[src/rtl/lc3_muldiv_unit.sv]
// -----------------------------------------------------------------------------
// lc3_muldiv_unit
//
// Multi-cycle unsigned multiply / divide unit feeding the register-file write
// port. Operands are latched when a request is accepted. The unit then runs
// WIDTH iterations of shift-add multiply or restoring divide, and finally
// issues a one-cycle register-file write.
//
// Ports
//   clk       rising-edge clock, shared with the register file
//   rst       synchronous active-high reset; aborts any operation in flight
//   start     request, accepted only while busy = 0
//   op        00 product low, 01 product high, 10 quotient, 11 remainder
//   a         multiplicand / dividend (SR1 read data)
//   b         multiplier / divisor (SR2 read data)
//   dst       destination register specifier
//   busy      high from the cycle after acceptance through the write-back cycle
//   done      one-cycle completion pulse, coincident with RegWE
//   div_zero  divide-by-zero flag of the last operation
//   RegWE     register-file write enable (one-cycle pulse)
//   DR        register-file write address (holds its last value)
//   DR_value  register-file write data (holds its last value)
// -----------------------------------------------------------------------------
module lc3_muldiv_unit #(
   parameter int WIDTH      = 16,
   parameter int REG_ADDR_W = 3
) (
   input  logic                  clk,
   input  logic                  rst,
   input  logic                  start,
   input  logic [1:0]            op,
   input  logic [WIDTH-1:0]      a,
   input  logic [WIDTH-1:0]      b,
   input  logic [REG_ADDR_W-1:0] dst,
   output logic                  busy,
   output logic                  done,
   output logic                  div_zero,
   output logic                  RegWE,
   output logic [REG_ADDR_W-1:0] DR,
   output logic [WIDTH-1:0]      DR_value
);

   localparam int CNT_W = $clog2(WIDTH);
   localparam logic [CNT_W-1:0] LAST_ITER = CNT_W'(WIDTH - 1);

   typedef enum logic [1:0] {
      S_IDLE = 2'd0,
      S_RUN  = 2'd1,
      S_WB   = 2'd2
   } state_t;

   state_t                  state_q, state_d;
   logic [WIDTH-1:0]        a_q, a_d;
   logic [WIDTH-1:0]        b_q, b_d;
   logic [1:0]              op_q, op_d;
   logic [REG_ADDR_W-1:0]   dst_q, dst_d;
   logic [CNT_W-1:0]        cnt_q, cnt_d;
   // hi_q: upper product half (multiply) or partial remainder (divide).
   // lo_q: multiplier shifting out (multiply) or dividend/quotient (divide).
   logic [WIDTH-1:0]        hi_q, hi_d;
   logic [WIDTH-1:0]        lo_q, lo_d;
   logic                    dz_q, dz_d;
   logic                    we_q, we_d;
   logic [REG_ADDR_W-1:0]   dr_q, dr_d;
   logic [WIDTH-1:0]        val_q, val_d;

   // Multiply step: add the multiplicand when the current multiplier bit is
   // set. Then shift {carry, hi, lo} right by one place.
   logic [WIDTH-1:0]        mul_addend;
   logic [WIDTH:0]          mul_sum;
   assign mul_addend = lo_q[0] ? a_q : '0;
   assign mul_sum    = {1'b0, hi_q} + {1'b0, mul_addend};

   // Restoring divide step: the partial remainder takes in the next dividend
   // bit, so it needs WIDTH+1 bits. When the trial subtraction succeeds, the
   // difference is below the divisor and fits in WIDTH bits again.
   logic [WIDTH:0]          div_shift;
   logic                    div_ge;
   logic [WIDTH-1:0]        div_diff;
   assign div_shift = {hi_q, lo_q[WIDTH-1]};
   assign div_ge    = (div_shift >= {1'b0, b_q});
   assign div_diff  = div_shift[WIDTH-1:0] - b_q;

   logic                    div_by_zero;
   assign div_by_zero = op_q[1] && (b_q == '0);

   always_comb begin
      state_d = state_q;
      a_d     = a_q;
      b_d     = b_q;
      op_d    = op_q;
      dst_d   = dst_q;
      cnt_d   = cnt_q;
      hi_d    = hi_q;
      lo_d    = lo_q;
      dz_d    = dz_q;
      we_d    = 1'b0;
      dr_d    = dr_q;
      val_d   = val_q;

      unique case (state_q)
         S_IDLE: begin
            if (start) begin
               a_d     = a;
               b_d     = b;
               op_d    = op;
               dst_d   = dst;
               cnt_d   = '0;
               dz_d    = 1'b0;
               hi_d    = '0;
               lo_d    = op[1] ? a : b;
               state_d = S_RUN;
            end
         end

         S_RUN: begin
            if (div_by_zero) begin
               // A zero divisor skips the iterations entirely.
               dz_d    = 1'b1;
               we_d    = 1'b1;
               dr_d    = dst_q;
               val_d   = op_q[0] ? a_q : '1;
               state_d = S_WB;
            end else begin
               if (op_q[1]) begin
                  hi_d = div_ge ? div_diff : div_shift[WIDTH-1:0];
                  lo_d = {lo_q[WIDTH-2:0], div_ge};
               end else begin
                  hi_d = mul_sum[WIDTH:1];
                  lo_d = {mul_sum[0], lo_q[WIDTH-1:1]};
               end
               cnt_d = cnt_q + CNT_W'(1);
               if (cnt_q == LAST_ITER) begin
                  // op[0] selects the upper register for both MULH and REM,
                  // and the lower register for both MULL and DIV.
                  we_d    = 1'b1;
                  dr_d    = dst_q;
                  val_d   = op_q[0] ? hi_d : lo_d;
                  state_d = S_WB;
               end
            end
         end

         S_WB: begin
            state_d = S_IDLE;
         end

         default: begin
            state_d = S_IDLE;
         end
      endcase
   end

   always_ff @(posedge clk) begin
      if (rst) begin
         state_q <= S_IDLE;
         a_q     <= '0;
         b_q     <= '0;
         op_q    <= '0;
         dst_q   <= '0;
         cnt_q   <= '0;
         hi_q    <= '0;
         lo_q    <= '0;
         dz_q    <= 1'b0;
         we_q    <= 1'b0;
         dr_q    <= '0;
         val_q   <= '0;
      end else begin
         state_q <= state_d;
         a_q     <= a_d;
         b_q     <= b_d;
         op_q    <= op_d;
         dst_q   <= dst_d;
         cnt_q   <= cnt_d;
         hi_q    <= hi_d;
         lo_q    <= lo_d;
         dz_q    <= dz_d;
         we_q    <= we_d;
         dr_q    <= dr_d;
         val_q   <= val_d;
      end
   end

   assign busy     = (state_q != S_IDLE);
   assign done     = we_q;
   assign RegWE    = we_q;
   assign div_zero = dz_q;
   assign DR       = dr_q;
   assign DR_value = val_q;

endmodule

[config.mk]
export PLATFORM = sky130hd
export DESIGN_NAME = lc3_muldiv_unit
export DESIGN_NICKNAME = d
export VERILOG_FILES = /design/src/rtl/lc3_muldiv_unit.sv
export SDC_FILE = /design/constraint.sdc
export NUM_CORES = 1
export LEC_CHECK = 0
export ABC_AREA = 1
export CAP_MARGIN = 10
export CORE_ASPECT_RATIO = 1.25
export CORE_MARGIN = 10
export CORE_UTILIZATION = 53
export DETAILED_ROUTE_END_ITERATION = 10
export PLACE_DENSITY = 0.86
export SYNTH_ARGS = -nofsm -noshare
export SYNTH_HDL_FRONTEND = slang
export SYNTH_SLANG_ARGS = --single-unit
[constraint.sdc]
create_clock -name clk -period 2.6 [get_ports clk]
set_input_delay 0.26 -clock clk [delete_from_list [all_inputs] [get_ports clk]]
set_output_delay 0.26 -clock clk [all_outputs]
set_load 0.01 [all_outputs]
-- After elaboration in Yosys (flattened, before gate mapping)
Cells that the tools add are included.
Widths: inputs -> output; s select.
- flip-flop bits (word level): 96
- input bits: 40
- output and inout port bits: 23
- logic and storage cells: 64
- add/sub/neg operators: 3
- order comparisons: 1
- equal/unequal tests: 6
- muxes and demuxes: 29
- bitwise gates (word level): 1
- reduce and logical (&&, ||, !) cells: 12
- operator list (operator ; count):
    $mux 16 ; 13
    $pmux 16 s2 ; 2
    $add 16x16->17 ; 1
    $ge 17x16->1 ; 1
    $logic_not 16->1 ; 1
    $sub 16x16->16 ; 1
    $mux 4 ; 2
    $pmux 4 s2 ; 1
    $mux 2 ; 3
    $mux 3 ; 2
    $ne 2x2->1 const B ; 3
    $reduce_and 2->1 ; 3
    $reduce_and 3->1 ; 2
    $reduce_bool 2->1 ; 3
    $add 4x1->4 const B ; 1
    $eq 4x4->1 const B ; 1
    $mux 1 ; 4
    $pmux 2 s2 ; 1
    $ne 3x3->1 const B ; 1
    $eq 2x1->1 const B ; 1
    $logic_not 2->1 ; 1
    $pmux 1 s2 ; 1
    $reduce_or 2->1 ; 1
    $logic_and 1x1->1 ; 1
    $not 1->1 ; 1

-- Longest topological paths before layout
Gate-level depths: netlist (run 1).
- word-level depth: 6
- mapped depth: 20
- depth with buffers taken out: 18

-- Worst setup path after synthesis (run 1)
OpenSTA, ideal clock, no wires.
- path type: register -> register
- start: register lo_q[0]
- end: register val_q[15] (netlist: DR_value[15])
- library setup time: 0.070 ns
- arrival: 2.361 ns
- required time: 2.530 ns
- setup slack: 0.168 ns
- stages on the path, launching flop included: 21
- buffers on the path: 2
- clock period less this slack: 2.432 ns
- cells stage by stage: dfxtp_1 -> clkbuf_1 -> clkbuf_1 -> nand2_1 -> inv_1 -> ha_1 -> inv_1 -> fa_1 -> inv_1 -> nand2_1 -> nand3_1 -> nand2_1 -> nand2_1 -> nand3_1 -> nand2_1 -> nand2_1 -> nand3_1 -> nand2_1 -> nand2_1 -> nand2_1 -> a21oi_1
- cells in the longest elaborated chain, start to end: 6
- elaborated cells between the ends (all ways): 7
- those cells by class: add/sub (1); mux (6)
- RTL lines (what ; line ; RTL):
    start, declared ; 61 ; logic [WIDTH-1:0] lo_q, lo_d;
    start signal, assigned ; 176 ; lo_q <= lo_d;
    $mux 16 * ; 71 ; assign mul_addend = lo_q[0] ? a_q : '0;
    $add 16x16->17 * ; 72 ; assign mul_sum = {1'b0, hi_q} + {1'b0, mul_addend};
    $mux 16 ; 125 ; if (op_q[1]) begin
    $mux 16 * ; 138 ; val_d = op_q[0] ? hi_d : lo_d;
    $mux 16 * ; 133 ; if (cnt_q == LAST_ITER) begin
    $mux 16 * ; 117 ; if (div_by_zero) begin
    end signal, assigned ; 180 ; val_q <= val_d;
    end, declared ; 65 ; logic [WIDTH-1:0] val_q, val_d;
Every way passes the cells marked *; elsewhere a longest branch is shown, timed or not. The select of a mux whose other input is x is not followed.
A chain may end at the register's enable or synchronous reset.

-- Final worst setup path (run 1)
- start: register hi_q[2]
- end: register val_q[12] (netlist: DR_value[12])
- cells in the longest elaborated chain, start to end: 6
- elaborated cells between the ends (all ways): 8
- those cells by class: add/sub (2); order compare (1); mux (5)
- RTL lines (what ; line ; RTL):
    start, declared ; 60 ; logic [WIDTH-1:0] hi_q, hi_d;
    start signal, assigned ; 175 ; hi_q <= hi_d;
    $sub 16x16->16 / $ge 17x16->1 (equally long branches) ; 82, 81 ;
    $mux 16 ; 126 ; hi_d = div_ge ? div_diff : div_shift[WIDTH-1:0];
    $mux 16 * ; 125 ;
    $mux 16 * ; 138 ;
    $mux 16 * ; 133 ;
    $mux 16 * ; 117 ;
Marked as above.

==> results by group, run 1 <==
Worst setup path
  – Worst setup SP type: flop
  – RR Endpoint: DR_value[12]
  – Worst reg2reg path depth: 15
  – Setup CP Type: reg -> reg
  – Worst endpoint data arrival time: 2720 ps
  – Register-to-register setup slack: 170 ps
  – Setup crit end kind: flop
  – CP max FO: 11
  – CP Launch Point: hi_q[2]
  – CP required: 2890 ps
  – Worst r2r src: hi_q[2]

Synthesis
  – EDFF count, synth: 0
  – Ys Warns: 0
  – Synthesized net count: 1141
  – Cells after Synth: 1066
  – Synth Register Bits: 96
  – Share of async-settable or async-resettable flops after synthesis: 0%
  – Yosys top cell area share: 28.9%
  – Top post-synthesis cells by count: 272 x nand2_1, 141 x a21oi_1, 134 x inv_1, 98 x o21ai_0, 96 x dfxtp_1
  – Mapped cell area: 0.00665 mm²
  – Synth top area cells: dfxtp_1 29%, nand2_1 15%, a21oi_1 11%
  – Post-synthesis sequential area ratio: 28.9%
  – Yosys cell types: 44
  – Post-Synthesis Mean Instance Area: 6.24 µm²
  – Count leader, synth: nand2_1
  – Prevailing post-synth register cell: dfxtp_1
  – Synth area leader: dfxtp_1

Route
  – Initial DRT Pass Iterations: 6
  – Initial DRC Count: 833
  – Wire per inst: 17.8 µm
  – Vias: 7307
  – Number of vias per cell: 5.70
  – ANT nets after route: 0
  – Routed WL: 22900 µm
  – Number of remaining DRC errors: 0

STA
  – Slew headroom: 42.7%
  – Peak Freq: 0.412 GHz
  – Worst Tran Pin Value: 858 ps
  – Final setup fails: 0
  – Fin. Hold Viols: 0
  – Post-layout min period: 2430 ps
  – Crit share post-route: 93.4%
  – Max Clock Skew: 11.8 ps
  – Slew Viols, Final: 0
  – Final TNS setup: 0 ps

CTS
  – Clk_lat worst skew: 360 ps
  – CTS clock-pin slew for the worst setup and hold paths: 80 ps
  – Maximum clock insertion buffer count: 2
  – CTS Hold Buffers Added: 0
  – Clock root buffer: clkbuf_16
  – CTS tree: done
  – Clock sink count: 96
  – CTS buffer count: 9
  – Htree depth: 3

Hold path
  – Hold crit path type: reg -> reg
  – Worst hold start: DR[1]
  – Min-Delay Endpoint: DR[1]
  – Worst Hold Depth: 2

Die
  – Die H: 145 µm
  – DIE AREA: 0.0175 mm²
  – Core Region: 0.0122 mm²
  – Die X: 120 µm
  – Row cnt: 45
  – Initial Util: 54.4%
  – IO Pins: 63

GRT
  – Largest net degree at the start of global routing: 67
  – GRT Total Usage: 25.4%
  – First-pass GRT wire length: 35800 µm
  – Initial antenna violation count: 0
  – Total grt overflow: 0
  – Vias in the first global route: 6684

Run status
  – Run status: finished clean

Job
  – Max-Cap Viols: 0

Power
  – Pint: 2910 µW
  – Clock share of power: 36.7%
  – Sw Pwr: 1410 µW
  – Switching power share of the total: 32.6%
  – Maximum vdd ir drop: 0.000442 V
  – Comb pwr share: 25.7%
  – Leakage: 0.00375 µW
  – Sequential Power Share: 37.6%
  – PD cells: 552 mW/mm²

Layout
  – Ant diodes: 0
  – Final core occ: 64.0%
  – Final-stage net count: 1189
  – Share of layout cells above drive strength 1: 7.24%
  – Area delta synth->final: 17.6%

Placement
  – GPL Wtd Cong: 1.03
  – Detailed Place HPWL: 17200 µm
  – Port buffer count: 62
timing repair:
item / CTS / global route
setup buffers: 0 / 6
endpoints found under the setup margin: 0 / 16
resized for setup: 0 / 7
power groups by stage:
stage,logic (µW),registers (µW),clock network [µW]
finish,1110,1620,1590
global route,1220,1630,1630
CTS,1060,1620,1580
detailed placement,1050,1650,0
global placement,1040,1650,0
floorplan,755,1630,0
final cells by class:
cell class                 count  area, µm²
clock buffer                  10        239
clock inverter                 6        115
fill                        1118       4390
inverter                     140        533
multi-input combinational    779       3980
sequential                    96       1930
tap                          164        205
timing repair buffer          88        826
stage by stage:
step	hold slack, ps	instances	worst slack (ps)	total power, µW	cell area [µm²]
2_1_floorplan	378	1066	168	2380	6650
3_3_place_gp	435	1261	176	2690	7400
3_5_place_dp	448	1261	175	2710	7400
4_1_cts	459	1277	137	4260	7760
5_1_grt	487	1283	-1.95	4480	7820
6_report	460	1283	171	4320	7820
placed cells by master (no fill, tap or decap), drive strengths merged:
cell type | synthesis | final
a31oi | 4 | 4
clkinvlp | 0 | 1
o31ai | 1 | 1
a211oi | 2 | 2
dfxtp | 96 | 96
nor2 | 94 | 94
inv | 138 | 139
a32o | 1 | 1
clkinv | 2 | 3
and2 | 4 | 4
a21oi | 143 | 143
nand4 | 11 | 11
nand3b | 5 | 5
o21bai | 3 | 3
buf | 18 | 26
ha | 33 | 33
nor3 | 15 | 15
o211ai | 3 | 3
nand2 | 278 | 278
nand3 | 53 | 53
o21ai | 107 | 107
o22ai | 4 | 4
bufinv | 0 | 3
clkdlybuf4s50 | 0 | 62
xor2 | 8 | 8
clkbuf | 33 | 10
or2 | 5 | 5
xnor2 | 3 | 3
fa | 2 | 2
metal layers:
metal	wire (µm)	vias up	GRT usage (%)
met2	10800	425	42.6
met3	1760	105	3.26
met4	1480	0	14.0
met5	0	-	0
met1	8830	3220	30.5
li1	-	3557	-
worst max-delay path, stage by stage (launching register included):
cell	delay [ps]
dfxtp_1	440
ha_1	340
nand2_1	140
inv_1	50
nand2_1	80
nand2_1	50
nand2_1	80
nand3_2	110
nand2_4	130
nand2_4	130
nor2_4	160
buf_2	190
nand2_1	80
nand3_2	110
o21ai_1	100
a21oi_1	160
flip-flops by register name, summed over array words and instances, names as in the netlist:
signal,flops
dst_q,3
lo_q,16
div_zero,1
a_q,16
b_q,16
op_q,2
DR_value,16
hi_q,16
cnt_q,4
RegWE,1
DR,3
state_q,2
worst max path at each step:
| stage | endpoint | slack (ps) | cells after the start |
|---|---|---|---|
| 2_1_floorplan | DR_value[15] | 170 | 20 |
| 3_3_place_gp | DR_value[8] | 180 | 16 |
| 3_5_place_dp | DR_value[8] | 170 | 16 |
| 4_1_cts | DR_value[8] | 140 | 16 |
| 5_1_grt | DR_value[10] | -2 | 15 |
| 6_report | DR_value[12] | 170 | 15 |
cell families (layout without fill, tap and decap cells):
group	count (synthesis)	after routing	synth area share (%)
buf+inv	191	244	11.6
compound gates	268	268	20.9
fa+ha+maj	35	35	6.81
flops	96	96	28.9
simple gates	465	465	30.3
xor+xnor	11	11	1.45
Power figures use the tool's default switching activity.
==> inputs of run 2 (changes only) <==
--- a/config.mk
+++ b/config.mk
@@ -12,6 +12,7 @@
 export CORE_UTILIZATION = 53
 export DETAILED_ROUTE_END_ITERATION = 10
 export PLACE_DENSITY = 0.86
+export SLEW_MARGIN = 40
 export SYNTH_ARGS = -nofsm -noshare
 export SYNTH_HDL_FRONTEND = slang
 export SYNTH_SLANG_ARGS = --single-unit
==> run 2 against run 1 <==
Routed wire length is essentially flat. Critical path depth shrank 2. Setup slack gained 19 ps. Final cell count is the same. Register-to-register slack gained 20 ps. Sequential share of layout area is essentially flat. Worst hold slack lost 1.4 ps.
==> results by group, run 2 (synthesis results as in run 1) <==
Worst setup path
  – Crit path max-delay family: simple AND/OR/NAND/NOR gates
  – Slowest stage delay, CP: 400 ps
  – Setup crit end kind: flop
  – Worst setup SP type: flop
  – CP required: 2830 ps
  – Setup CP Type: reg -> reg
  – Crit-path cells: ha_1 -> nand2_1 -> nor2_1 -> nand3_1 -> nand3_2 -> nand2_4 -> nand2_4 -> nor2_4 -> buf_4 -> nand2_1 -> nand3_1 -> o21ai_1 -> a21oi_1
  – Worst endpoint data arrival time: 2640 ps
  – CP max FO: 11
  – Slowest stage cell, crit path: ha_1
  – Crit path buf inv count: 1

Route
  – Initial DRC Count: 870
  – ANT nets after route: 0
  – Number of vias per cell: 5.71
  – Initial DRT Pass Iterations: 6
  – Vias: 7323
  – Routed WL: 22900 µm
  – Wire per inst: 17.8 µm
  – Number of remaining DRC errors: 0

STA
  – Final setup fails: 0
  – Fin. Hold Viols: 0
  – Slew headroom: 46.2%
  – Max Clock Skew: 8.03 ps
  – Worst Tran Pin Value: 802 ps
  – Crit share post-route: 92.7%
  – Post-layout min period: 2410 ps
  – Slew Viols, Final: 0
  – Peak Freq: 0.415 GHz

Layout
  – Most frequent cells in the layout: 272 x nand2_1, 141 x a21oi_1, 133 x inv_1
  – Final-stage net count: 1189
  – Area delta synth->final: 17.5%
  – Commonest non-fill, non-tap cell in the layout: nand2_1
  – Share of layout cells above drive strength 1: 7.24%
  – Ant diodes: 0
  – Final core occ: 64.0%
  – Post-route insts no fill: 1283
  – Final Instance Area: 0.00782 mm²

Placement
  – Post-DP Area: 0.00740 mm²
  – Placed insts: 1261
  – Detailed Place HPWL: 17200 µm
  – GPL Wtd Cong: 1.03
  – Port buffer count: 62

CTS
  – CTS buffer count: 9
  – Clk_lat worst skew: 350 ps
  – CTS Hold Buffers Added: 0
  – Maximum clock insertion buffer count: 2
  – Clock sink count: 96
  – Htree depth: 3
  – Clock root buffer: clkbuf_16
  – CTS tree: done
  – CTS clock-pin slew for the worst setup and hold paths: 70 ps

Run status
  – Run status: finished clean

GRT
  – Total grt overflow: 0
  – Initial antenna violation count: 0
  – Largest net degree at the start of global routing: 67
  – Vias in the first global route: 6684
  – GRT Total Usage: 25.4%
  – First-pass GRT wire length: 35800 µm

Power
  – PD cells: 552 mW/mm²
  – Leakage: 0.00374 µW
  – Tot Pwr: 4320 µW
  – Maximum vdd ir drop: 0.000442 V

Job
  – Max-Cap Viols: 0

Die
  – Core Region: 0.0122 mm²
  – DIE AREA: 0.0175 mm²
  – Die X: 120 µm
  – IO Pins: 63
  – Die H: 145 µm
  – Row cnt: 45
  – Initial Util: 54.4%

Hold path
  – Hold crit path type: reg -> reg
==> run 2: cell count changes in the layout (fill, tap and decap cells not counted), sizes merged <==
cell / delta
inv: -1
clkinv: +1
==> run 2: layer usage <==
| layer | global-route usage [%] | vias to the layer above | share of wire (%) |
|---|---|---|---|
| li1 | - | 3557 | - |
| met1 | 30.5 | 3242 | 38 |
| met2 | 42.6 | 424 | 48 |
| met3 | 3.26 | 100 | 7.8 |
| met4 | 14.0 | 0 | 6.1 |
| met5 | 0 | - | 0 |
==> run 2: per-stage QoR <==
| step | setup TNS (ps) | hold slack, ps | worst slack [ps] |
|---|---|---|---|
| after floorplan | 0 | 378 | 168 |
| final | 0 | 458 | 190 |
| after CTS | 0 | 459 | 137 |
| after detailed placement | 0 | 448 | 175 |
| after global routing | -17.2 | 487 | -15.2 |
| after global placement | 0 | 435 | 176 |
==> run 2: power by group <==
part           internal [µW]  switching [µW]
clock                    972             609
sequential              1560            64.9
combinational            381             728
total                   2910            1400
==> run 2: timing repair <==
item	in CTS	in global routing
endpoints found under the hold margin	0	0
setup endpoints to repair	0	15
resized for setup	0	7
buffers inserted	0	6
==> run 2: area by class of cell <==
cell class                      count  area (µm²)
Timing Repair Buffer               88         826
Fill cell                        1116        4400
Inverter                          140         533
Clock buffer                       10         239
Multi-Input combinational cell    779        3970
Clock inverter                      6         115
Tap cell                          164         205
Sequential cell                    96        1930
==> run 2: worst paths after layout <==
check / start / end / slack [ps] / depth (start not counted)
setup / recovery: hi_q[2] / DR_value[0] / 190 / 13
hold / removal: DR[1] / DR[1] / 460 / 2
setup reg to reg: hi_q[2] / DR_value[0] / 190 / 13
hold reg to reg: DR[1] / DR[1] / 460 / 2
==> run 2: worst min-delay path, delay by kind of cell, from the launching register on <==
| family | cells | cell delay [ps] |
|---|---|---|
| DFF | 1 | 320 |
| AOI/OAI and AO/OA | 1 | 50 |
| buffers and inverters | 1 | 50 |
